**src/rtl/duck_sprite_ctrl.sv**
```systemverilog
// Duck sprite sequencer: on-screen position, per-frame FLY/HIT/FALL/GONE stepping and ROM address lookahead.
// Optional colour-key transparency is enabled by defining DUCK_TRANSPARENT_EN.
module duck_sprite_ctrl #(
  parameter int unsigned SPR_W          = 124,
  parameter int unsigned SPR_H          = 162,
  parameter int unsigned H_VIS          = 640,
  parameter int unsigned H_TOT          = 800,
  parameter int unsigned V_VIS          = 480,
  parameter int unsigned X0             = 0,
  parameter int unsigned Y0             = 0,
  parameter int unsigned STEP           = 2,
  parameter int unsigned FALL_STEP      = 4,
  parameter int unsigned HIT_FRAMES     = 30,
  parameter int unsigned RESPAWN_FRAMES = 60
) (
  input  logic        vga_clk,
  input  logic        reset,
  input  logic [9:0]  hcount,
  input  logic [9:0]  vcount,
  input  logic        hit,
  output logic [14:0] rom_addr,
  input  logic [5:0]  rom_data,
  output logic [5:0]  pix_out,
  output logic        pix_valid,
  output logic [1:0]  duck_state,
  output logic        frame_tick
);

  // state   | meaning
  // ST_FLY  | bouncing inside the visible area, hit-able
  // ST_HIT  | frozen in place for HIT_FRAMES frames
  // ST_FALL | dropping FALL_STEP lines per frame
  // ST_GONE | hidden for RESPAWN_FRAMES frames, then respawn at X0/Y0
  typedef enum logic [1:0] {
    ST_FLY  = 2'd0,
    ST_HIT  = 2'd1,
    ST_FALL = 2'd2,
    ST_GONE = 2'd3
  } state_t;

  localparam logic [10:0] X_MAX = 11'(H_VIS - SPR_W);
  localparam logic [10:0] Y_MAX = 11'(V_VIS - SPR_H);

  state_t      state_q;
  logic [9:0]  x_q, y_q;
  logic        dir_x_q, dir_y_q;
  logic [7:0]  hold_q;
  logic [14:0] line_base_q;
  logic [14:0] rom_addr_q;
  logic        in_box_d_q;
  logic [5:0]  pix_out_q;
  logic        pix_valid_q;
  logic        frame_tick_q;

  logic [9:0]  x_d, y_d;
  logic        dir_x_d, dir_y_d;

  logic [10:0] col;
  logic [10:0] x_end, y_end;
  logic        in_box, last_col, tick_now, pix_ok;
  logic [14:0] addr_now;

  // Lookahead column is two pixels ahead; no wrap into the next line.
  assign col      = {1'b0, hcount} + 11'd2;
  assign x_end    = {1'b0, x_q} + 11'(SPR_W);
  assign y_end    = {1'b0, y_q} + 11'(SPR_H);
  assign tick_now = (hcount == 10'd0) && (vcount == 10'(V_VIS));

  assign in_box = (state_q != ST_GONE) && (col < 11'(H_TOT)) &&
                  (col >= {1'b0, x_q}) && (col < x_end) &&
                  (vcount >= y_q) && ({1'b0, vcount} < y_end);
  assign last_col = in_box && (col == x_end - 11'd1);
  assign addr_now = line_base_q + 15'(col - {1'b0, x_q});

`ifdef DUCK_TRANSPARENT_EN
  assign pix_ok = (rom_data != 6'd0);
`else
  assign pix_ok = 1'b1;
`endif

  // Bounce: clamp to the edge and reverse when a step would overshoot.
  always_comb begin
    x_d     = x_q;
    y_d     = y_q;
    dir_x_d = dir_x_q;
    dir_y_d = dir_y_q;
    if (dir_x_q) begin
      if ({1'b0, x_q} + 11'(STEP) > X_MAX) begin
        x_d     = X_MAX[9:0];
        dir_x_d = 1'b0;
      end else begin
        x_d = x_q + 10'(STEP);
      end
    end else begin
      if (x_q < 10'(STEP)) begin
        x_d     = 10'd0;
        dir_x_d = 1'b1;
      end else begin
        x_d = x_q - 10'(STEP);
      end
    end
    if (dir_y_q) begin
      if ({1'b0, y_q} + 11'(STEP) > Y_MAX) begin
        y_d     = Y_MAX[9:0];
        dir_y_d = 1'b0;
      end else begin
        y_d = y_q + 10'(STEP);
      end
    end else begin
      if (y_q < 10'(STEP)) begin
        y_d     = 10'd0;
        dir_y_d = 1'b1;
      end else begin
        y_d = y_q - 10'(STEP);
      end
    end
  end

  always_ff @(posedge vga_clk) begin
    if (reset) begin
      state_q      <= ST_FLY;
      x_q          <= 10'(X0);
      y_q          <= 10'(Y0);
      dir_x_q      <= 1'b1;
      dir_y_q      <= 1'b1;
      hold_q       <= 8'd0;
      line_base_q  <= 15'd0;
      rom_addr_q   <= 15'd0;
      in_box_d_q   <= 1'b0;
      pix_out_q    <= 6'd0;
      pix_valid_q  <= 1'b0;
      frame_tick_q <= 1'b0;
    end else begin
      frame_tick_q <= tick_now;
      in_box_d_q   <= in_box;
      pix_out_q    <= rom_data;
      pix_valid_q  <= in_box_d_q && pix_ok;
      // Address is held outside the box so the ROM does not toggle.
      if (in_box) begin
        rom_addr_q <= addr_now;
      end
      if (tick_now) begin
        line_base_q <= 15'd0;
      end else if (last_col) begin
        line_base_q <= line_base_q + 15'(SPR_W);
      end

      case (state_q)
        ST_FLY: begin
          if (hit) begin
            state_q <= ST_HIT;
            hold_q  <= 8'(HIT_FRAMES - 1);
          end else if (tick_now) begin
            x_q     <= x_d;
            y_q     <= y_d;
            dir_x_q <= dir_x_d;
            dir_y_q <= dir_y_d;
          end
        end
        ST_HIT: begin
          if (tick_now) begin
            if (hold_q == 8'd0) begin
              state_q <= ST_FALL;
            end else begin
              hold_q <= hold_q - 8'd1;
            end
          end
        end
        ST_FALL: begin
          if (tick_now) begin
            if ({1'b0, y_q} + 11'(FALL_STEP) >= 11'(V_VIS)) begin
              state_q <= ST_GONE;
              hold_q  <= 8'(RESPAWN_FRAMES - 1);
            end else begin
              y_q <= y_q + 10'(FALL_STEP);
            end
          end
        end
        ST_GONE: begin
          if (tick_now) begin
            if (hold_q == 8'd0) begin
              state_q <= ST_FLY;
              x_q     <= 10'(X0);
              y_q     <= 10'(Y0);
              dir_x_q <= 1'b1;
              dir_y_q <= 1'b1;
            end else begin
              hold_q <= hold_q - 8'd1;
            end
          end
        end
      endcase
    end
  end

  assign rom_addr   = rom_addr_q;
  assign pix_out    = pix_out_q;
  assign pix_valid  = pix_valid_q;
  assign duck_state = state_q;
  assign frame_tick = frame_tick_q;

endmodule

```
**config.mk**
```make
export PLATFORM = sky130hd
export DESIGN_NAME = duck_sprite_ctrl
export DESIGN_NICKNAME = d
export VERILOG_FILES = /design/src/rtl/duck_sprite_ctrl.sv
export SDC_FILE = /design/constraint.sdc
export NUM_CORES = 1
export LEC_CHECK = 0
export CORE_MARGIN = 2
export CORE_UTILIZATION = 33
export CTS_CLUSTER_DIAMETER = 30
export DETAILED_ROUTE_END_ITERATION = 12
export GPL_ROUTABILITY_DRIVEN = 0
export GPL_TIMING_DRIVEN = 0
export PLACE_DENSITY_LB_ADDON = 0.12
export SLEW_MARGIN = 20
export SYNTH_ARGS = -nofsm -noshare
export SYNTH_HDL_FRONTEND = slang
export SYNTH_SLANG_ARGS = --single-unit
export TNS_END_PERCENT = 30
```
**constraint.sdc**
```tcl
create_clock -name vga_clk -period 5.3 [get_ports vga_clk]
set_input_delay 1.06 -clock vga_clk [delete_from_list [all_inputs] [get_ports vga_clk]]
set_output_delay 1.06 -clock vga_clk [all_outputs]
set_load 0.005 [all_outputs]
```
Word level (Yosys, flattened, before mapping):

Index checks and enable logic that the tools add are counted.

* output and inout port bits: 25
* logic and storage cells: 118
* input bits: 29
* flip-flop bits (word level): 71

* add/subtract/negate cells: 16
* order comparisons: 10
* equal/unequal tests: 18
* multiplexer cells: 44
* reduce and logical (&&, ||, !) cells: 18

Operators by type and width (number)
* 10-bit 2-to-1 mux: 14
* 8-bit 2-to-1 mux: 5
* 10-bit by 2-bit adder with 11-bit output, second input constant: 3
* 10-bit case mux with 3 select lines: 1
* 2-bit inequality test, second input constant: 12
* 8-bit case mux with 3 select lines: 1
* 10-bit by 2-bit adder with 10-bit output, second input constant: 2
* 10-bit by 2-bit < comparator with 1-bit output, second input constant: 2
* 10-bit case mux with 2 select lines: 1
* 10-bit by 2-bit subtractor with 10-bit output, second input constant: 2
* 15-bit adder: 1
* 15-bit by 7-bit adder with 15-bit output, second input constant: 1
* 2-bit 2-to-1 mux: 7
* 7-bit AND reduction: 2
* 1-bit 2-to-1 mux: 12
* 11-bit by 10-bit subtractor with 12-bit output: 1
* 10-bit by 3-bit adder with 11-bit output, second input constant: 1
* 10-bit by 7-bit adder with 11-bit output, second input constant: 1
* 10-bit by 8-bit adder with 11-bit output, second input constant: 1
* 11-bit == test: 1
* 11-bit by 10-bit >= comparator with 1-bit output: 1
* 11-bit by 9-bit >= comparator with 1-bit output, second input constant: 1
* 11-bit by 10-bit greater-than comparator with 1-bit output, second input constant: 1
* 11-bit by 9-bit greater-than comparator with 1-bit output, second input constant: 1
* other kinds (21): 31

Depth between registers and ports, before layout:

Gate-level depths: netlist (run 1).

* depth after elaboration: 8
* depth in mapped cells: 18
* gate-level depth less buffers: 18

Worst setup path before layout (run 1):

No wires, ideal clock.

* path type: input-to-reg
* from: input port hcount[1]
* to: register rom_addr_q[12] (netlist: rom_addr[12])
* stages: 15
* buffers on the path: 0
* arrival time: 4.158 ns
* path slack: 1.014 ns
* data required time: 5.172 ns
* cell sequence: ha_1 xor2_1 ha_1 or2_2 o31a_1 xor2_1 ha_1 a21o_1 a21o_1 a2111oi_0 nor3_1 nor3_1 xnor2_1 mux2i_1 nor2_1

* word-level cells in the longest chain between the ends: 7
* elaborated cells between the ends (all ways): 11

Ends and longest elaborated chain
* start: declaration: line 18 `input logic [9:0] hcount,`
* 10-bit by 2-bit adder with 11-bit output (*): line 64 `assign col = {1'b0, hcount} + 11'd2;`
* branches (longest 6 deep; another with 15-bit adder)
* end signal: assignment: line 140 `rom_addr_q <= addr_now;`
* end: declaration: line 49 `logic [14:0] rom_addr_q;`

Mark *: on every way between the ends.
A chain may end at the register's enable or synchronous reset.

Worst setup path in the final report (run 1):

* from: input port hcount[2]
* to: register rom_addr_q[12] (netlist: rom_addr[12])

The elaborated chain is that of the path after synthesis.

==> flow_metrics.tcl, run 1 <==
set metrics [dict create \
    clockBufferDepth 2 \
    holdBufCountCts 0 \
    port_buffers 51 \
    finalHoldViolCount 0 \
    area_delta_synth_final_pct 17.3 \
    utilization_pct 39.3 \
    fin_crit_sh_pct 93.5 \
    rsz0062_at_grt "no" \
    grt_overflow 0 \
    yosysWarnings 0 \
    cts-root-buf "clkbuf_16" \
    r2r_cells 16 \
    vias 6644 \
    path_max_fanout 5 \
    holdWs_ns 0.437 \
    hpwlAfterDp_um 15900 \
    cts_buffers 9 \
    clk_pin_slew_ns 0.06 \
    syn_area_mm2 0.00677 \
    reg2reg_from "x_q[2]" \
    row_count 52 \
    maxCapViolations 0 \
    viasPerCell 5.52 \
    holdCritPathClass "flop to flop" \
    timing.rr.end "rom_addr[9]" \
    cts_tree "done" \
    synth_edf_count 0 \
    grt_pass1_vias 6185 \
    clk_latency_ns 0.34 \
    syn-num-nets 970 \
    grt_max_degree 13 \
    setup_ws_ns 0.342 \
    reg2reg_slack_ns 0.88 \
    die_w_um 147 \
    synth_ff_type "dfxtp_1" \
    antennaDiodeCount 0 \
    avgSynthCellArea_um2 7.81 \
    slew_viol_final 0 \
    totalWireLength_um 20600 \
    fmax_mhz 202 \
    wl_per_cell_um 17.1 \
    ys_seq_area_share_pct 19.8 \
    drive_gt1_share_pct 6.43 \
    setup_violations 0 \
    die_area_mm2 0.0217 \
    outcome "finished clean" \
    hold_depth 1 \
    start_kind "primary input" \
    firstDrtPassIters 5 \
    die_h_um 147 \
    grt_pass1_wl_um 33500 \
    route.detailed.drc 0 \
    ys_ff_latch 67 \
    hold_start "in_box_d_q" \
    ir_worst_vdd_mv 0.151 \
    ioPinCount 54 \
    drt_iter0_drc 490 \
    grtUsageTotal_pct 19.3 \
    critPathRequiredTime_ns 5.51 \
    pre_cts_ws_ns -0.233 \
    start_util_pct 33.5 \
    cts.sinks 67 \
    antenna_found_initial 0 \
    skew_ns 0.00642 \
    synthCells 866 \
    critPathCaptureType "flop" \
    yosys.cell_types.count 87 \
    hold_end "pix_valid" \
    period_needed_ns 4.96 \
    core_mm2 0.0202 \
    nets 1033 \
    cts_max_level 3 \
    critical_path_arrival_ns 5.17 \
    tightest_slew_ns 0.799 \
    async_flop_share_pct 0 \
    ant_nets 0 \
    power_density_mw_per_mm2 266 \
    num-fill-cells 2133 \
    slew_headroom_pct 46.3 \
    critical_path_class "primary input to flop" \
    p_leak_nw 3.05 \
]
-- what timing repair did --
item                       in CTS  in global routing
setup endpoints to repair       0                 20
resized for setup               0                  4
hold endpoints to repair        0                  0
buffers inserted                0                  1
-- registers in the layout (all words and copies together) (netlist names) --
register	count
dir_x_q	1
pix_valid	1
hold_q	8
in_box_d_q	1
y_q	9
duck_state	2
x_q	9
pix_out	6
rom_addr	15
line_base_q	13
frame_tick	1
dir_y_q	1
-- cell usage in the layout (no fill, tap or decap), drive strengths merged, types with 11 or more instances in the layout --
master,n
dfxtp,67
nor3,40
a21oi,52
o21ai,51
nand3,27
xnor2,39
ha,73
xor2,15
nand2b,12
nor2b,17
inv,35
buf,17
nor2,76
nand2,64
clkdlybuf4s50,50
a21o,11
mux2i,24
a31oi,14
nand4,16
or3,11
o31ai,13
and3,14
o21a,12
clkbuf,34
o211ai,13
-- worst max-delay path: stages --
cell,delay (ns)
clkdlybuf4s50_1,0.57
ha_1,0.25
xor2_1,0.38
ha_1,0.36
or2_2,0.32
o31a_1,0.14
xor2_1,0.22
ha_1,0.31
a21o_1,0.19
a21o_1,0.22
a2111oi_1,0.49
nor3_1,0.15
nor3_1,0.23
xnor2_1,0.10
mux2i_1,0.13
nor2_1,0.05
-- per-layer routing --
metal	share of wire, %	global-route usage (%)
met5	0	0
met1	48	26.9
met4	1.7	4.76
met2	46	30.9
met3	4.6	3.35
-- cells in the mapped netlist, types with 14 or more instances --
library cell,number,share of area (%)
nor3_1,36,2.7
ha_1,73,14
dfxtp_1,67,20
nand4_1,16,1.5
xor2_1,15,1.9
clkbuf_1,23,1.3
xnor2_1,37,4.8
a21oi_1,52,3.8
nor2_1,75,4.2
inv_1,35,1.9
mux2i_1,24,3.6
a31oi_1,14,1.3
nand2_1,64,3.6
nor2b_1,17,1.6
o21ai_0,46,3.4
nand3_1,27,2.0
-- metrics by stage --
stage | std cells | cell area (µm²) | power (mW) | TNS (ns)
finish | 1203 | 7940 | 2.11 | 0
global route | 1203 | 7940 | 2.27 | 0
CTS | 1202 | 7920 | 2.12 | 0
detailed placement | 1187 | 7610 | 1.46 | -2.57
global placement | 1187 | 7610 | 1.47 | -2.40
floorplan | 866 | 6770 | 1.22 | 0
-- final cells by class --
cell class / instances / area [µm²] / area share, %
buffer: 40 / 224 / 2.82
multi-input combinational: 720 / 5060 / 63.7
clock inverter: 5 / 78.8 / 0.993
timing repair buffer: 52 / 520 / 6.56
tap: 270 / 338 / 4.26
clock buffer: 10 / 229 / 2.89
sequential: 67 / 1340 / 16.9
inverter: 39 / 146 / 1.84
-- power breakdown --
part | leakage, nW | switching, mW | internal (mW)
registers | 0.544 | 0.0509 | 0.547
clock network | 0.152 | 0.240 | 0.409
logic | 2.36 | 0.516 | 0.345
-- worst max path at each step --
stage,slack [ns],depth (start not counted),from,end
2_1_floorplan,1.01,15,hcount[1],rom_addr[12]
3_3_place_gp,-0.22,15,hcount[1],rom_addr[8]
3_5_place_dp,-0.23,15,hcount[1],rom_addr[12]
4_1_cts,0.13,15,hcount[1],rom_addr[9]
5_1_grt,0.001,19,hcount[2],rom_addr[14]
6_report,0.34,16,hcount[2],rom_addr[12]
-- logic make-up after synthesis --
logic type | synth area share (%)
AOI/OAI and AO/OA | 24.3
xor gates and xnor gates | 7.21
adders and majority gates | 14.1
buffers and inverters | 5.47
DFF | 19.8
muxes | 3.72
other | 0.0554
and+or+nand+nor | 25.4
Power figures use the tool's default switching activity.
==> inputs of run 2 (changes only) <==
--- a/config.mk
+++ b/config.mk
@@ -5,8 +5,9 @@
 export SDC_FILE = /design/constraint.sdc
 export NUM_CORES = 1
 export LEC_CHECK = 0
+export CORE_ASPECT_RATIO = 1.25
 export CORE_MARGIN = 2
-export CORE_UTILIZATION = 33
+export CORE_UTILIZATION = 55
 export CTS_CLUSTER_DIAMETER = 30
 export DETAILED_ROUTE_END_ITERATION = 12
 export GPL_ROUTABILITY_DRIVEN = 0
==> flow_metrics.tcl, run 2 (synthesis gave the netlist of run 1 again) <==
set metrics [dict create \
    largest_reg_flops 15 \
    hold_depth 1 \
    ant_nets 0 \
    path_max_fanout 7 \
    postPlaceCellArea_mm2 0.00748 \
    power_density_mw_per_mm2 266 \
    cts_buffers 9 \
    start_util_pct 55.9 \
    dp_cells 1081 \
    nets 1032 \
    ioPinCount 54 \
    fin_crit_sh_pct 97.2 \
    area_delta_synth_final_pct 15.1 \
    outcome "finished clean" \
    hpwlAfterDp_um 15000 \
    drive_gt1_share_pct 6.32 \
    holdWs_ns 0.449 \
    die_w_um 103 \
    start_kind "primary input" \
    final_cell_mix "nor2_1, ha_1, dfxtp_1" \
    slew_viol_final 0 \
    antennaDiodeCount 0 \
    critPathRequiredTime_ns 5.52 \
    die_area_mm2 0.0132 \
    row_count 45 \
    critPathCaptureType "flop" \
    tns_ns 0 \
    r2r_cells 16 \
    route.detailed.drc 0 \
    finalHoldViolCount 0 \
    maxCapViolations 0 \
    cts_max_level 3 \
    holdBufCountCts 0 \
    clockBufferDepth 2 \
    hold_end "pix_valid" \
    critPathSlowestCell "clkdlybuf4s50_1" \
    grt_max_degree 13 \
    grt_pass1_vias 6734 \
    setup_ws_ns 0.149 \
    fin_area_mm2 0.00778 \
    grt_pass1_wl_um 31200 \
    slew_headroom_pct 45.4 \
    holdCritPathClass "flop to flop" \
    core_mm2 0.0121 \
    tightest_slew_ns 0.811 \
    setup_violations 0 \
    die_h_um 128 \
    drt_iter0_drc 508 \
    reg2reg_slack_ns 0.93 \
    p_leak_nw 3.04 \
    critical_path_arrival_ns 5.37 \
    grt_overflow 0 \
    cts_tree "done" \
    ir_worst_vdd_mv 0.212 \
    period_needed_ns 5.15 \
    timing.rr.end "line_base_q[8]" \
    critPathTopFamily "simple AND/OR/NAND/NOR gates" \
    clk_latency_ns 0.34 \
    viasPerCell 6.33 \
    antenna_found_initial 0 \
    port_buffers 51 \
    hold_start "in_box_d_q" \
    fin_cells 1097 \
    grtUsageTotal_pct 29.4 \
    final_common_cell "nor2_1" \
    totalWireLength_um 19400 \
    skew_ns 0.00660 \
    firstDrtPassIters 6 \
    clk_pin_slew_ns 0.06 \
    fmax_mhz 194 \
    path_cells "clkdlybuf4s50_1, ha_1, nand3_1, or3_1, nand2_1, ha_1, and4_1, o311a_1, o21ai_0, nand2b_1, a21oi_1, xor2_1, ha_2, nand3_1, nor3_1, nor2_1, a211o_1, xor2_1, a21oi_1" \
    cts.sinks 67 \
    vias 6942 \
    wl_per_cell_um 17.7 \
    reg2reg_from "x_q[2]" \
    max_stage_delay_ns 0.56 \
    cts-root-buf "clkbuf_16" \
    pre_cts_ws_ns -0.277 \
    rsz0062_at_grt "no" \
    critical_path_class "primary input to flop" \
    critical_path_buf_inv_count 1 \
]
run 2: report_power, final:
part / total [mW] / internal, mW / switching, mW
combinational: 0.862 / 0.344 / 0.519
clock: 0.614 / 0.377 / 0.237
sequential: 0.598 / 0.547 / 0.0509
run 2: layout make-up:
type / instances / area (µm²)
buffer: 40 / 224
multi-input combinational: 720 / 5060
fill: 1059 / 4320
clock inverter: 4 / 50.0
timing repair buffer: 51 / 513
inverter: 39 / 146
clock buffer: 12 / 246
tap: 164 / 205
sequential: 67 / 1340
run 2: per-stage QoR:
stage | util [%] | total power [mW]
5_1_grt | 64.3 | 2.19
3_5_place_dp | 61.8 | 1.45
6_report | 64.3 | 2.07
3_3_place_gp | 61.8 | 1.41
2_1_floorplan | - | 1.22
4_1_cts | 64.2 | 2.06
run 2: what timing repair did:
action,CTS,global route
buffers inserted,0,0
hold endpoints to repair,0,0
gates resized for setup,0,4
setup endpoints to repair,0,2
run 2: metal layers:
layer  routed length, µm  vias up  GRT usage, %
met5                   0        -             0
met4                 850        0          15.0
met3                1300       82          5.62
met2                9300      324          48.6
met1                7940     3198          35.8
li1                    -     3338             -
run 2: how the worst max path moves through the flow:
stage / depth (start not counted) / start / end / slack, ns
detailed placement: 19 / hcount[1] / rom_addr[14] / -0.28
global placement: 19 / hcount[1] / rom_addr[14] / -0.17
finish: 19 / hcount[2] / rom_addr[14] / 0.15
floorplan: 15 / hcount[1] / rom_addr[12] / 1.01
global route: 19 / hcount[2] / rom_addr[14] / 0.02
CTS: 19 / hcount[1] / rom_addr[14] / 0.05
==> inputs of run 3 (changes only) <==
==> constraint.sdc (replaced) <==
create_clock -name vga_clk -period 5.3 [get_ports vga_clk]
set_input_delay 1.06 -clock vga_clk [delete_from_list [all_inputs] [get_ports vga_clk]]
set_output_delay 1.06 -clock vga_clk [all_outputs]
set_load 0.1 [all_outputs]
==> results of run 3 <==
The final DEF is identical to that of run 2. Status: finished clean.
Among the figures that moved: total power 2.07 mW -> 2.17 mW
